[src/rtl/phase_center_loader.sv]
// Sequencer turning software request edges into phase-center RAM write strobes.
// All writes target the shadow bank; commits swap banks only on a frame boundary.
module phase_center_loader #(
    parameter int N_CH   = 256,
    parameter int ADDR_W = 8,
    parameter int CTR_W  = 16
) (
    input  logic              user_clk,
    input  logic              user_rst_n,
    input  logic [31:0]       load_centers,
    input  logic [31:0]       center_data,
    input  logic              frame_sync,
    output logic              mem_we,
    output logic [ADDR_W:0]   mem_waddr,
    output logic [CTR_W-1:0]  mem_wdata,
    output logic              bank_sel,
    output logic [31:0]       status
);

    localparam logic [1:0] S_IDLE      = 2'd0;
    localparam logic [1:0] S_WR        = 2'd1;
    localparam logic [1:0] S_CLR       = 2'd2;
    localparam logic [1:0] S_SWAP_WAIT = 2'd3;

    logic [2:0]        d1;
    logic [2:0]        d2;
    logic [ADDR_W-1:0] addr_d1;
    logic [CTR_W-1:0]  data_d1;
    logic [2:0]        req_edge;
    logic [1:0]        state;
    logic [ADDR_W-1:0] clr_cnt;
    logic [15:0]       write_cnt;
    logic [7:0]        drop_cnt;
    logic [1:0]        n_edges;
    logic [1:0]        n_lost;
    logic [8:0]        drop_sum;
    logic              busy;
    logic              unused_bits;

    assign unused_bits = ^{load_centers[31:ADDR_W+3], center_data[31:CTR_W]};

    // Address and data follow the request bits through the same first stage so
    // they are captured coherently with the detected edge.
    always_ff @(posedge user_clk or negedge user_rst_n) begin
        if (!user_rst_n) begin
            d1      <= '0;
            d2      <= '0;
            addr_d1 <= '0;
            data_d1 <= '0;
        end else begin
            d1      <= load_centers[2:0];
            d2      <= d1;
            addr_d1 <= load_centers[ADDR_W+2:3];
            data_d1 <= center_data[CTR_W-1:0];
        end
    end

    // In IDLE one edge wins and the rest are lost; elsewhere every edge is lost.
    always_comb begin
        req_edge = d1 & ~d2;
        n_edges  = {1'b0, req_edge[0]} + {1'b0, req_edge[1]} + {1'b0, req_edge[2]};
        if (state == S_IDLE && n_edges != 2'd0)
            n_lost = n_edges - 2'd1;
        else
            n_lost = n_edges;
        drop_sum = {1'b0, drop_cnt} + {7'd0, n_lost};
    end

    always_ff @(posedge user_clk or negedge user_rst_n) begin
        if (!user_rst_n) begin
            state     <= S_IDLE;
            clr_cnt   <= '0;
            mem_we    <= 1'b0;
            mem_waddr <= '0;
            mem_wdata <= '0;
            bank_sel  <= 1'b0;
            write_cnt <= '0;
            drop_cnt  <= '0;
        end else begin
            drop_cnt <= (drop_sum > 9'd255) ? 8'hFF : drop_sum[7:0];
            case (state)
                S_IDLE: begin
                    if (req_edge[1]) begin
                        state     <= S_CLR;
                        clr_cnt   <= '0;
                        mem_we    <= 1'b1;
                        mem_waddr <= {~bank_sel, {ADDR_W{1'b0}}};
                        mem_wdata <= '0;
                    end else if (req_edge[0]) begin
                        state     <= S_WR;
                        mem_we    <= 1'b1;
                        mem_waddr <= {~bank_sel, addr_d1};
                        mem_wdata <= data_d1;
                    end else if (req_edge[2]) begin
                        state <= S_SWAP_WAIT;
                    end
                end
                S_WR: begin
                    mem_we    <= 1'b0;
                    write_cnt <= write_cnt + 16'd1;
                    state     <= S_IDLE;
                end
                S_CLR: begin
                    if (clr_cnt == ADDR_W'(N_CH - 1)) begin
                        mem_we <= 1'b0;
                        state  <= S_IDLE;
                    end else begin
                        clr_cnt   <= clr_cnt + ADDR_W'(1);
                        mem_waddr <= {~bank_sel, clr_cnt + ADDR_W'(1)};
                    end
                end
                S_SWAP_WAIT: begin
                    if (frame_sync) begin
                        bank_sel <= ~bank_sel;
                        state    <= S_IDLE;
                    end
                end
                default: state <= S_IDLE;
            endcase
        end
    end

    assign busy   = (state != S_IDLE);
    assign status = {busy, bank_sel, 6'd0, drop_cnt, write_cnt};

endmodule
[config.mk]
export PLATFORM = sky130hd
export DESIGN_NAME = phase_center_loader
export DESIGN_NICKNAME = d
export VERILOG_FILES = /design/src/rtl/phase_center_loader.sv
export SDC_FILE = /design/constraint.sdc
export NUM_CORES = 1
export LEC_CHECK = 0
export ABC_CLOCK_PERIOD_IN_PS = 4000
export BUFFER_PORTS_ARGS = -buffer_cell sky130_fd_sc_hd__buf_2
export CAP_MARGIN = 20
export CORE_MARGIN = 1.5
export CORE_UTILIZATION = 54
export CTS_CLUSTER_DIAMETER = 60
export DETAILED_ROUTE_END_ITERATION = 10
export GPL_TIMING_DRIVEN = 1
export HOLD_SLACK_MARGIN = 0.05
export PLACE_DENSITY = 0.94
export SLEW_MARGIN = 20
export SYNTH_ARGS = -nofsm -noshare
export SYNTH_HDL_FRONTEND = slang
export SYNTH_SLANG_ARGS = --single-unit
[constraint.sdc]
create_clock -name user_clk -period 4 [get_ports user_clk]
set_input_delay 1.2 -clock user_clk [delete_from_list [all_inputs] [get_ports user_clk]]
set_output_delay 1.2 -clock user_clk [all_outputs]
set_load 0.005 [all_outputs]
==> summary.txt <==
Drt
  – Via Count: 2,536
  – First-pass detailed-route iteration total: 4
  – First DRT Iteration DRCs: 113
  – DRC errors left: 0
  – Avg Vias per Cell: 5.36
  – Final ANT Viol Nets: 0
  – Routed WL per cell: 14.4 um
  – Total length of routed wires: 6830 um

STA
  – Final setup vio count: 0
  – Setup WS post-layout: 0.829 ns
  – Final Critical Period: 3.17 ns
  – Total negative slack: 0 ns
  – FMAX: 0.315 GHz
  – Skew final: 0.00869 ns
  – Slew Viols, Final: 0
  – Slew HR: 34.9%
  – Worst-Margin Slew: 0.972 ns
  – Setup repair after global routing missed its margin: false
  – Final Hold Viols: 0
  – Tcrit/Tclk final: 79.3%

Placement
  – Input/output buffers: 82
  – DP Wirelength: 4980 um
  – Pre-CTS setup slack: 0.847 ns
  – Routability Congestion: 0.822
  – Placed instance count: 457

Die
  – Initial Utilization: 55.7%
  – Row count: 30
  – DIE HEIGHT: 86.5 um
  – Die Wd: 86.5 um
  – Die area: 7470 um2
  – I/O pin count: 126
  – Core Region: 6760 um2

Setup path
  – Worst r2r src: d1[1]
  – Critical Path Start Type: flop
  – Worst R2R Path Depth: 12
  – CP max FO: 6
  – CP Class: reg -> reg
  – R2r setup slk: 0.83 ns
  – Reg2reg end: drop_cnt[0]
  – CP required: 4.29 ns
  – Crit path capture type: flop
  – Crit path DAT: 3.47 ns

Min path
  – Worst min-delay path class: reg -> reg
  – Hold path start: d1[1]
  – Hold depth: 0
  – Hold worst-path end: d2[1]

Power and ir drop
  – Clock group share of total power: 20.1%
  – Combinational share of power: 34.4%
  – Sequential share of power: 45.4%
  – P_leak: 0.00221 uW
  – Sw Share: 35.2%
  – Peak VDD IR: 509 uV
  – Pint: 1920 uW
  – Sw Pwr: 1050 uW
  – Pwr Density: 674 nW/um2

Logic synthesis
  – Post-synth cell types: 40
  – EDFF count, synth: 0
  – Seq/Total Area, Yosys: 60.5%
  – Post-synth top area share: 60.5%
  – Top cells by area, synth: dfrtp_1, a22o_1, xnor2_1
  – Most numerous cell in the Yosys netlist: dfrtp_1
  – Seq cells post-synth: 91
  – Area leader, netlist: dfrtp_1
  – Cell Area, Synth: 3760 um2
  – Syn_area_per_cell: 12.4 um2
  – Most frequent cells after synthesis: dfrtp_1, nand2_1, a22o_1
  – Post-synth ARST share: 100%
  – Post-synth top flop: dfrtp_1
  – Ys Warns: 0
  – Syn Inst Count: 303

Cells and area
  – Area Overhead vs Synth: 17.3%
  – Non-filler instance count after layout: 473
  – Share of cells above drive strength 1: 29.3%
  – Diodes inserted: 0
  – Nets: 468

Clock tree
  – H-Tree Depth: 3
  – Clk sinks: 91
  – CTS Buf Count: 9
  – Worst skew pair latency: 0.36 ns
  – TritonCTS clock tree: yes
  – Clk Tree Root Cell: clkbuf_8
  – Clock Path Buffers: 2
  – Post-CTS Setup Bufs: 0
  – # resized after CTS: 0
  – # hold bufs at CTS: 0
  – Clock transition at the registers of the reported paths: 0.10 ns

Outcome
  – Status: complete, no violations

Job
  – Max Cap Viol: 0

Global routing
  – GRT Total Usage: 19.2%
  – Largest net degree at the start of global routing: 52
  – First-pass GRT wire length: 11,100 um
  – Vias in the first global route: 2,442
  – Initial antenna violation count: 0
  – GRT overflow: 0
per-stage QoR:
stage	instance area, um2	power, uW	util, %	hold slack (ns)
2_1_floorplan	3780	2050	-	0.347
3_3_place_gp	4210	2340	62.4	0.357
3_5_place_dp	4210	2400	62.4	0.365
4_1_cts	4410	3010	65.3	0.388
5_1_grt	4410	3180	65.3	0.394
6_report	4410	2970	65.3	0.383
layer usage:
metal / part of all wire [%] / GRT usage [%] / wire length [um]
met5: 0 / 0 / 0
met4: 1.3 / 5.87 / 88
met3: 6.8 / 6.38 / 467
met2: 50 / 32.3 / 3410
met1: 42 / 23.7 / 2870
cell families after synthesis:
kind of cell | share of synthesized area [%]
AO/OA/AOI/OAI | 9.55
multiplexers | 4.76
buffers and inverters | 4.36
AND/OR/NAND/NOR | 10.4
XOR/XNOR | 5.59
flip-flops | 60.5
adder cells (fa/ha/maj) | 4.72
other | 0.0997
flip-flops by register name (all words and copies together), names as in the netlist:
name       flops
data_d1       16
mem_wdata     16
write_cnt     16
mem_waddr      9
addr_d1        8
clr_cnt        8
drop_cnt       8
d1             3
d2             3
state          2
bank_sel       1
mem_we         1
layout by cell type, fill, tap and decap left out, drive strengths merged, types with 2 or more instances in the layout:
master  count
clkbuf      9
conb        6
a31oi      11
a22o       20
and3        4
nand4       7
xnor2      17
nor2        9
a41oi       2
and2        3
mux2i       7
mux2        8
xor2        7
nor3        4
a21oi       5
buf        84
dfrtp      91
clkinv      2
nand2b      4
ha         11
nand3       8
nand2      33
fa          2
o21ai       6
inv        22
area by class of cell:
class                   instances  area [um2]
clock buffers                   9         124
repair buffers                 84         428
well taps                      80         100
fillers                       542        2350
clock inverters                 7        73.8
multi-input cells             185        1340
flip-flops and latches         91        2280
inverters                      17        63.8
worst max-delay path, cell delays in order (launching register included):
cell,delay [ns]
dfrtp_1,0.35
nor2b_1,0.29
inv_1,0.18
fa_1,0.50
ha_1,0.21
nor2_1,0.18
xnor2_1,0.15
ha_1,0.19
inv_1,0.05
fa_1,0.46
nor2_1,0.18
nand3_1,0.23
nand2b_1,0.14
power groups by stage:
| stage | clock (uW) | combinational, uW | sequential (uW) |
|---|---|---|---|
| after global routing | 648 | 1150 | 1380 |
| after CTS | 624 | 1040 | 1350 |
| after global placement | 0 | 992 | 1350 |
| after detailed placement | 0 | 1030 | 1360 |
| final | 598 | 1020 | 1350 |
| after floorplan | 0 | 694 | 1350 |
how the worst max path moves through the flow:
stage             endpoint  depth (start not counted)   from  slack (ns)
5_1_grt        drop_cnt[0]                         12  d1[1]        0.59
2_1_floorplan  drop_cnt[0]                         12  d2[1]        1.25
4_1_cts        drop_cnt[0]                         12  d1[1]        0.80
3_5_place_dp   drop_cnt[1]                         11  d1[1]        0.85
6_report       drop_cnt[0]                         12  d1[1]        0.83
3_3_place_gp   drop_cnt[0]                         12  d1[1]        0.95
(Power assumes the default switching activity.)
